File: config.mk
export PLATFORM = sky130hd
export DESIGN_NAME = mountaincar_step_ctrl
export DESIGN_NICKNAME = d
export VERILOG_FILES = /design/src/rtl/mountaincar_step_ctrl.sv
export SDC_FILE = /design/constraint.sdc
export NUM_CORES = 1
export LEC_CHECK = 0
export CORE_AREA = 2 2 132 134
export CTS_CLUSTER_SIZE = 12
export DETAILED_ROUTE_END_ITERATION = 16
export DIE_AREA = 0 0 134 136
export PLACE_DENSITY = 0.85
export SYNTH_ARGS = -nofsm -noshare
export SYNTH_HDL_FRONTEND = slang
export SYNTH_SLANG_ARGS = --single-unit
File: constraint.sdc
create_clock -name i_clk -period 3 [get_ports i_clk]
set_input_delay 0.6 -clock i_clk [delete_from_list [all_inputs] [get_ports i_clk]]
set_output_delay 0.6 -clock i_clk [all_outputs]
set_load 0.03 [all_outputs]
File: src/rtl/mountaincar_step_ctrl.sv
// Episode/step sequencer for MountainCar: accepts agent reset/action requests,
// launches the velocity then position units, and presents the observation.
module mountaincar_step_ctrl #(
  parameter int VEL_WL    = 32,
  parameter int POS_WL    = 32,
  parameter int ACT_WL    = 2,
  parameter int MAX_STEPS = 200,
  parameter int TIMEOUT   = 64,
  parameter int CNT_WL    = 8
) (
  input  logic              i_clk,
  input  logic              i_rst,
  input  logic              i_rst_req_valid,
  output logic              o_rst_req_ready,
  input  logic [POS_WL-1:0] i_init_pos,
  input  logic              i_act_valid,
  output logic              o_act_ready,
  input  logic [ACT_WL-1:0] i_act,
  output logic              o_vel_ena,
  output logic [POS_WL-1:0] o_vel_pos,
  output logic [VEL_WL-1:0] o_vel_vel,
  output logic [ACT_WL-1:0] o_vel_act,
  input  logic              i_vel_valid,
  input  logic [VEL_WL-1:0] i_vel_data,
  output logic              o_pos_ena,
  output logic [POS_WL-1:0] o_pos_pos,
  output logic [VEL_WL-1:0] o_pos_vel,
  input  logic              i_pos_valid,
  input  logic [POS_WL-1:0] i_pos_data,
  output logic              o_obs_valid,
  input  logic              i_obs_ready,
  output logic [POS_WL-1:0] o_obs_pos,
  output logic [VEL_WL-1:0] o_obs_vel,
  output logic [31:0]       o_reward,
  output logic              o_terminated,
  output logic              o_truncated,
  output logic              o_error
);

  localparam int WD_WL = $clog2(TIMEOUT + 1);

  localparam logic [2:0] S_IDLE  = 3'd0;
  localparam logic [2:0] S_READY = 3'd1;
  localparam logic [2:0] S_VEL   = 3'd2;
  localparam logic [2:0] S_POS   = 3'd3;
  localparam logic [2:0] S_OUT   = 3'd4;
  localparam logic [2:0] S_DONE  = 3'd5;
  localparam logic [2:0] S_ERR   = 3'd6;

  localparam logic [POS_WL-1:0] POS_MIN  = 32'hBF99999A;
  localparam logic [POS_WL-2:0] GOAL_MAG = 31'h3F000000;
  localparam logic [31:0]       REW_STEP = 32'hBF800000;

  logic [2:0]        r_state;
  logic [POS_WL-1:0] r_pos;
  logic [VEL_WL-1:0] r_vel;
  logic [VEL_WL-1:0] r_vel_new;
  logic [ACT_WL-1:0] r_act;
  logic [CNT_WL-1:0] r_cnt;
  logic [WD_WL-1:0]  r_wdog;
  logic [31:0]       r_reward;
  logic              r_term;
  logic              r_trunc;
  logic              r_vel_ena;
  logic              r_pos_ena;

  logic w_rst_xfer;
  logic w_act_xfer;
  logic w_wall_hit;
  logic w_goal;

  always_comb begin
    o_rst_req_ready = (r_state == S_IDLE) || (r_state == S_READY) || (r_state == S_DONE);
    // A simultaneous reset request pre-empts the action, so refuse the action.
    o_act_ready     = (r_state == S_READY) && !i_rst_req_valid;
    w_rst_xfer      = i_rst_req_valid && o_rst_req_ready;
    w_act_xfer      = i_act_valid && o_act_ready;
    w_wall_hit      = (i_pos_data == POS_MIN) && r_vel_new[VEL_WL-1] && (|r_vel_new[VEL_WL-2:0]);
    w_goal          = !i_pos_data[POS_WL-1] && (i_pos_data[POS_WL-2:0] >= GOAL_MAG);
  end

  assign o_vel_ena    = r_vel_ena;
  assign o_vel_pos    = r_pos;
  assign o_vel_vel    = r_vel;
  assign o_vel_act    = r_act;
  assign o_pos_ena    = r_pos_ena;
  assign o_pos_pos    = r_pos;
  assign o_pos_vel    = r_vel_new;
  assign o_obs_valid  = (r_state == S_OUT);
  assign o_obs_pos    = r_pos;
  assign o_obs_vel    = r_vel;
  assign o_reward     = r_reward;
  assign o_terminated = r_term;
  assign o_truncated  = r_trunc;
  assign o_error      = (r_state == S_ERR);

  always_ff @(posedge i_clk) begin
    if (i_rst) begin
      r_state   <= S_IDLE;
      r_pos     <= '0;
      r_vel     <= '0;
      r_vel_new <= '0;
      r_act     <= '0;
      r_cnt     <= '0;
      r_wdog    <= '0;
      r_reward  <= '0;
      r_term    <= 1'b0;
      r_trunc   <= 1'b0;
      r_vel_ena <= 1'b0;
      r_pos_ena <= 1'b0;
    end else begin
      r_vel_ena <= 1'b0;
      r_pos_ena <= 1'b0;
      case (r_state)
        S_IDLE, S_READY, S_DONE: begin
          if (w_rst_xfer) begin
            r_pos    <= i_init_pos;
            r_vel    <= '0;
            r_cnt    <= '0;
            r_reward <= '0;
            r_term   <= 1'b0;
            r_trunc  <= 1'b0;
            r_state  <= S_OUT;
          end else if (w_act_xfer) begin
            r_act     <= i_act;
            r_cnt     <= r_cnt + CNT_WL'(1);
            r_wdog    <= '0;
            r_vel_ena <= 1'b1;
            r_state   <= S_VEL;
          end else begin
            r_state <= r_state;
          end
        end
        S_VEL: begin
          if (i_vel_valid) begin
            r_vel_new <= i_vel_data;
            r_wdog    <= '0;
            r_pos_ena <= 1'b1;
            r_state   <= S_POS;
          end else if (r_wdog == WD_WL'(TIMEOUT)) begin
            r_state <= S_ERR;
          end else begin
            r_wdog <= r_wdog + WD_WL'(1);
          end
        end
        S_POS: begin
          if (i_pos_valid) begin
            r_pos    <= i_pos_data;
            r_vel    <= w_wall_hit ? '0 : r_vel_new;
            r_reward <= REW_STEP;
            r_term   <= w_goal;
            r_trunc  <= (r_cnt == CNT_WL'(MAX_STEPS));
            r_state  <= S_OUT;
          end else if (r_wdog == WD_WL'(TIMEOUT)) begin
            r_state <= S_ERR;
          end else begin
            r_wdog <= r_wdog + WD_WL'(1);
          end
        end
        S_OUT: begin
          if (i_obs_ready) begin
            r_state <= (r_term || r_trunc) ? S_DONE : S_READY;
          end else begin
            r_state <= S_OUT;
          end
        end
        S_ERR: begin
          r_state <= S_ERR;
        end
        default: begin
          r_state <= S_IDLE;
        end
      endcase
    end
  end

endmodule

== Yosys cells after proc, flatten, opt, wreduce, memory -nomap -nowiden ==
Cells that the tools add are included.

* Bitwise operators: 3
* Equality and inequality tests: 15
* Add/sub/neg operators: 2
* Multiplexer cells: 32
* Reduce and logical (&&, ||, !) cells: 24
* $lt $le $gt $ge: 1

{| class="wikitable"
|+ Operators by type and width
! operator !! count
|-
| 2-to-1 mux 32 bit || 6
|-
| case mux 32 bit (2 select lines) || 3
|-
| 2-to-1 mux 7 bit || 5
|-
| equality test 32 bit, second input constant || 1
|-
| greater-or-equal comparator 31 x 30 -> 1 bit, second input constant || 1
|-
| OR reduction 31 bit || 1
|-
| 2-to-1 mux 3 bit || 7
|-
| case mux 7 bit (3 select lines) || 1
|-
| 2-to-1 mux 8 bit || 2
|-
| case mux 3 bit (5 select lines) || 1
|-
| != test 2 bit, second input constant || 5
|-
| equality test 3 bit, second input constant || 3
|-
| adder 8 x 1 -> 8 bit, second input constant || 1
|-
| equality test 8 bit, second input constant || 1
|-
| adder 7 x 1 -> 7 bit, second input constant || 1
|-
| equality test 7 bit, second input constant || 1
|-
| equality test 3 x 2 -> 1 bit, second input constant || 2
|-
| logical AND 1 bit || 6
|-
| AND reduction 3 bit || 2
|-
| OR reduction 3 bit || 2
|-
| 2-to-1 mux 1 bit || 5
|-
| case mux 1 bit (2 select lines) || 2
|-
| AND reduction 2 bit || 2
|-
| AND reduction 4 bit || 1
|-
| 9 further kinds || 15
|}

* Input port bits: 105
* Word-level logic and storage cells: 89
* Flip-flop bits (word level): 152

== Logic depth before layout (Yosys ltp) ==
* Depth after elaboration: 6
* Gate-level depth with buffers: 7
* Depth with buffers taken out: 6

== Worst setup path before layout ==
No wires, ideal clock.

* Kind: input to register
* From: in i_pos_data[30]
* To: reg r_vel[13] (netlist: o_obs_vel[13])
* Data required time: 2.883 ns
* Library setup time: 0.117 ns
* Path slack: 1.046 ns
* Arrival: 1.837 ns
* Stages on the path: 6
* Path through: and4b_1 nand4_1 or3_1 buf_6 buf_8 a32o_2

* Word-level cells in the longest chain between the ends: 6

{| class="wikitable"
|+ RTL lines
! element !! RTL line !! text
|-
| start: declaration || 29 || <nowiki>input logic [POS_WL-1:0] i_pos_data,</nowiki>
|-
| equality test 32 bit || 78 || <nowiki>w_wall_hit = (i_pos_data == POS_MIN) && r_vel_new[VEL_WL-1] && (|r_vel_new[VEL_WL-2:0]);</nowiki>
|-
| logical AND 1 bit (2 in series) || 78 ||
|-
| 2-to-1 mux 32 bit || 149 || <nowiki>r_vel <= w_wall_hit ? '0 : r_vel_new;</nowiki>
|-
| 2-to-1 mux 32 bit || 147 || <nowiki>if (i_pos_valid) begin</nowiki>
|-
| case mux 32 bit (2 select lines) || 114 || <nowiki>case (r_state)</nowiki>
|-
| end signal: assignment || 149 ||
|-
| end: declaration || 56 || <nowiki>logic [VEL_WL-1:0] r_vel;</nowiki>
|}

Every way passes these cells. The select of a mux whose other input is x is not followed.
A chain may end at the register's enable or synchronous reset.

== Worst setup path after layout ==
* From: reg r_state[1]
* To: out o_error

* Word-level cells in the longest chain between the ends: 1

{| class="wikitable"
|+ RTL lines
! element !! RTL line !! text
|-
| start: declaration || 54 || <nowiki>logic [2:0] r_state;</nowiki>
|-
| start signal: assignment || 131 || <nowiki>r_state <= r_state;</nowiki>
|-
| start signal: assignment || 162 || <nowiki>r_state <= (r_term || r_trunc) ? S_DONE : S_READY;</nowiki>
|-
| equality test 3 bit || 95 || <nowiki>assign o_error = (r_state == S_ERR);</nowiki>
|-
| end: declaration || 37 || <nowiki>output logic o_error</nowiki>
|}

Every way passes these cells.

==> results.ini <==
[outcome]
status = completed

[worst_setup_path]
reg2regPathDepth = 5
rr_startpoint = r_state[1]
path_max_fanout = 20
start_kind = flip-flop
r2r-end = o_obs_vel[12]
crit_type = reg -> out
endpoint_kind = output pin
reg2reg_slack_ns = 0.81
startpoint = r_state[1]
crit_arrival_ns = 2.27
crit_required_ns = 2.40

[clock_network]
cts_tree = built
clock-root-buffer = clkbuf_16
clk_pin_slew_ns = 0.06
cts_resized = 0
cts_buffer_depth = 2
cts_buffers = 17
hold_buffers = 0
clkSinkCount = 121
cts.htree.levels = 4
clk-insertion-delay-late_ns = 0.41
post_cts_buffers = 0

[drt]
num_vias = 5797
wl_per_cell_um = 17.9
drt-initial-drc-count = 230
ant_nets = 0
drt_wl_total_um = 20300
drc = 0
firstDrtPassIters = 4
via_per_inst = 5.13

[die]
die_h_um = 136
die_area_mm2 = 0.0182
core_area_mm2 = 0.0169
io_pins = 339
rows = 48
die_width_um = 134
initial_core_util_pct = 36.5

[sta]
hold_viol = 0
worst_pin_slew_ns = 0.665
finalSetupViolations = 0
setup_slack_ns = 0.129
rsz0062_at_grt = no
slew_violations = 0
tns_ns = 0
min_period_ns = 2.87
max_freq_mhz = 348
clock_skew_ns = 0.00981
period_share_pct = 95.7
maxSlewHeadroom_pct = 55.2

[global_routing]
grt_max_degree = 51
antenna_found_initial = 1
grt_pass1_wl_um = 30300
grt_overflow = 0
grt_usage_pct = 21.5
grt_pass1_vias = 5516

[yosys]
async_flop_share_pct = 0
ys_seq_area_share_pct = 39.3
netlist_area_mm2 = 0.00616
synthDominantCellAreaShare_pct = 39.3
ys.warnings.count = 0
post_synth_main_area_contributors = dfxtp_1 39%, buf_4 16%, mux2i_1 5.5%
ys_ff_latch = 121
yosys.area.top_type = dfxtp_1
ys_types = 57
synth_top_flop_cell = dfxtp_1
yosysMostFrequentCell = buf_4
synth.top_cells.by_count = 128 x buf_4, 121 x dfxtp_1, 81 x nand2_1
syn_inst = 695
synth_edf_count = 0
avgSynthCellArea_um2 = 8.87

[final_layout]
final_nets = 1001
antenna_cells = 0
multi_input_area_mm2 = 0.00263
drive_gt1_share_pct = 6.64
syn2layout_area_growth_pct = 49.0
fillCellCount = 1492
final-seq-area_mm2 = 0.00242

[hold_path]
min_from = o_truncated
hold_path_class = reg -> reg
hold-path-endpoint = o_truncated
worstHoldPathCells = 2

[placed_design]
io_buffer_count = 314
dp_hpwl_um = 15000
gp_congestion = 0.853
pre_cts_ws_ns = 0.381

[power_and_ir_drop]
p_leak_uw = 0.00336
pwr_density_cell_mw_per_mm2 = 569
ir_worst_vdd_uv = 353

[run]
cap_violations = 0

worst max-delay path by stage:
stage,end,slack (ns)
2_1_floorplan,o_obs_vel[13],1.05
3_3_place_gp,o_act_ready,0.39
3_5_place_dp,o_act_ready,0.38
4_1_cts,o_error,0.11
5_1_grt,o_error,0.02
6_report,o_error,0.13
layout by cell type (no fill, tap or decap), drive strengths merged, types with 3 or more instances in the layout:
cell type      count
a21oi             50
o2bb2ai            5
clkbuf            17
buf               13
inv               16
o21ai              7
nand4              4
and4bb             5
dfxtp            121
nand2             81
or4                3
a211oi            34
clkdlybuf4s50    313
clkinv             5
nor4              11
a311oi             4
ha                 4
nor3              35
nand3             12
conb              24
clkinvlp           4
o32ai              3
a31oi              5
or3                7
and2               3
mux2i             34
nor2              15
a32o              27
nand2b             4
and3               5
nor2b              3
through the flow:
| step | hold WS (ns) | std cells | instance area (um^2) | total power, uW | util, % |
|---|---|---|---|---|---|
| after CTS | 0.485 | 1129 | 9180 | 5270 | 54.4 |
| final | 0.483 | 1129 | 9180 | 5220 | 54.4 |
| after global placement | 0.470 | 1098 | 8610 | 3250 | 51.0 |
| after global routing | 0.505 | 1129 | 9180 | 5420 | 54.4 |
| after detailed placement | 0.476 | 1098 | 8610 | 3270 | 51.0 |
| after floorplan | 0.460 | 718 | 6250 | 2770 | - |
cell families after synthesis:
group,Yosys count,share of synthesized area (%)
other,1,0.0609
flip-flops,121,39.3
XOR/XNOR,1,0.142
AND/OR/NAND/NOR,199,16.6
adder cells (fa/ha/maj),4,0.812
buffers and inverters,184,19.8
multiplexers,34,5.52
AO/OA/AOI/OAI,151,17.7
critical path, stage by stage, from the launching register on:
cell and delay [ns]:
dfxtp_1 0.74, inv_1 0.27, nor2_1 0.16, clkdlybuf4s50_1 0.68
final cells by class:
class                   instances  share of cell area, %
flip-flops and latches        121                   26.4
repair buffers                326                   35.2
well taps                     225                   3.07
clock buffers                  17                   4.63
clock inverters                14                   1.62
multi-input cells             413                   28.6
inverters                      13                  0.531
sequential cells by signal (all words and copies together) (netlist names):
name and cells:
o_obs_vel 32, o_pos_vel 32, r_cnt 8, o_truncated 1, o_reward 1, o_terminated 1
r_wdog 7, o_vel_ena 1, r_state 3, o_obs_pos 32, o_vel_act 2, o_pos_ena 1
power breakdown:
part / internal, uW / leakage (uW) / switching, uW / total (uW)
clock network: 1220 / 0.000272 / 769 / 1990
logic: 591 / 0.00210 / 815 / 1410
registers: 1690 / 0.000984 / 132 / 1830
total: 3510 / 0.00336 / 1720 / 5220
per-layer routing:
| layer | vias to the layer above | global-route usage (%) | routed length, um |
|---|---|---|---|
| met5 | - | 0 | 13 |
| met4 | 2 | 8.69 | 438 |
| met3 | 31 | 6.64 | 1930 |
| met2 | 303 | 36.4 | 9720 |
| met1 | 2711 | 25.4 | 8150 |
| li1 | 2750 | - | - |
(Power assumes the default switching activity.)
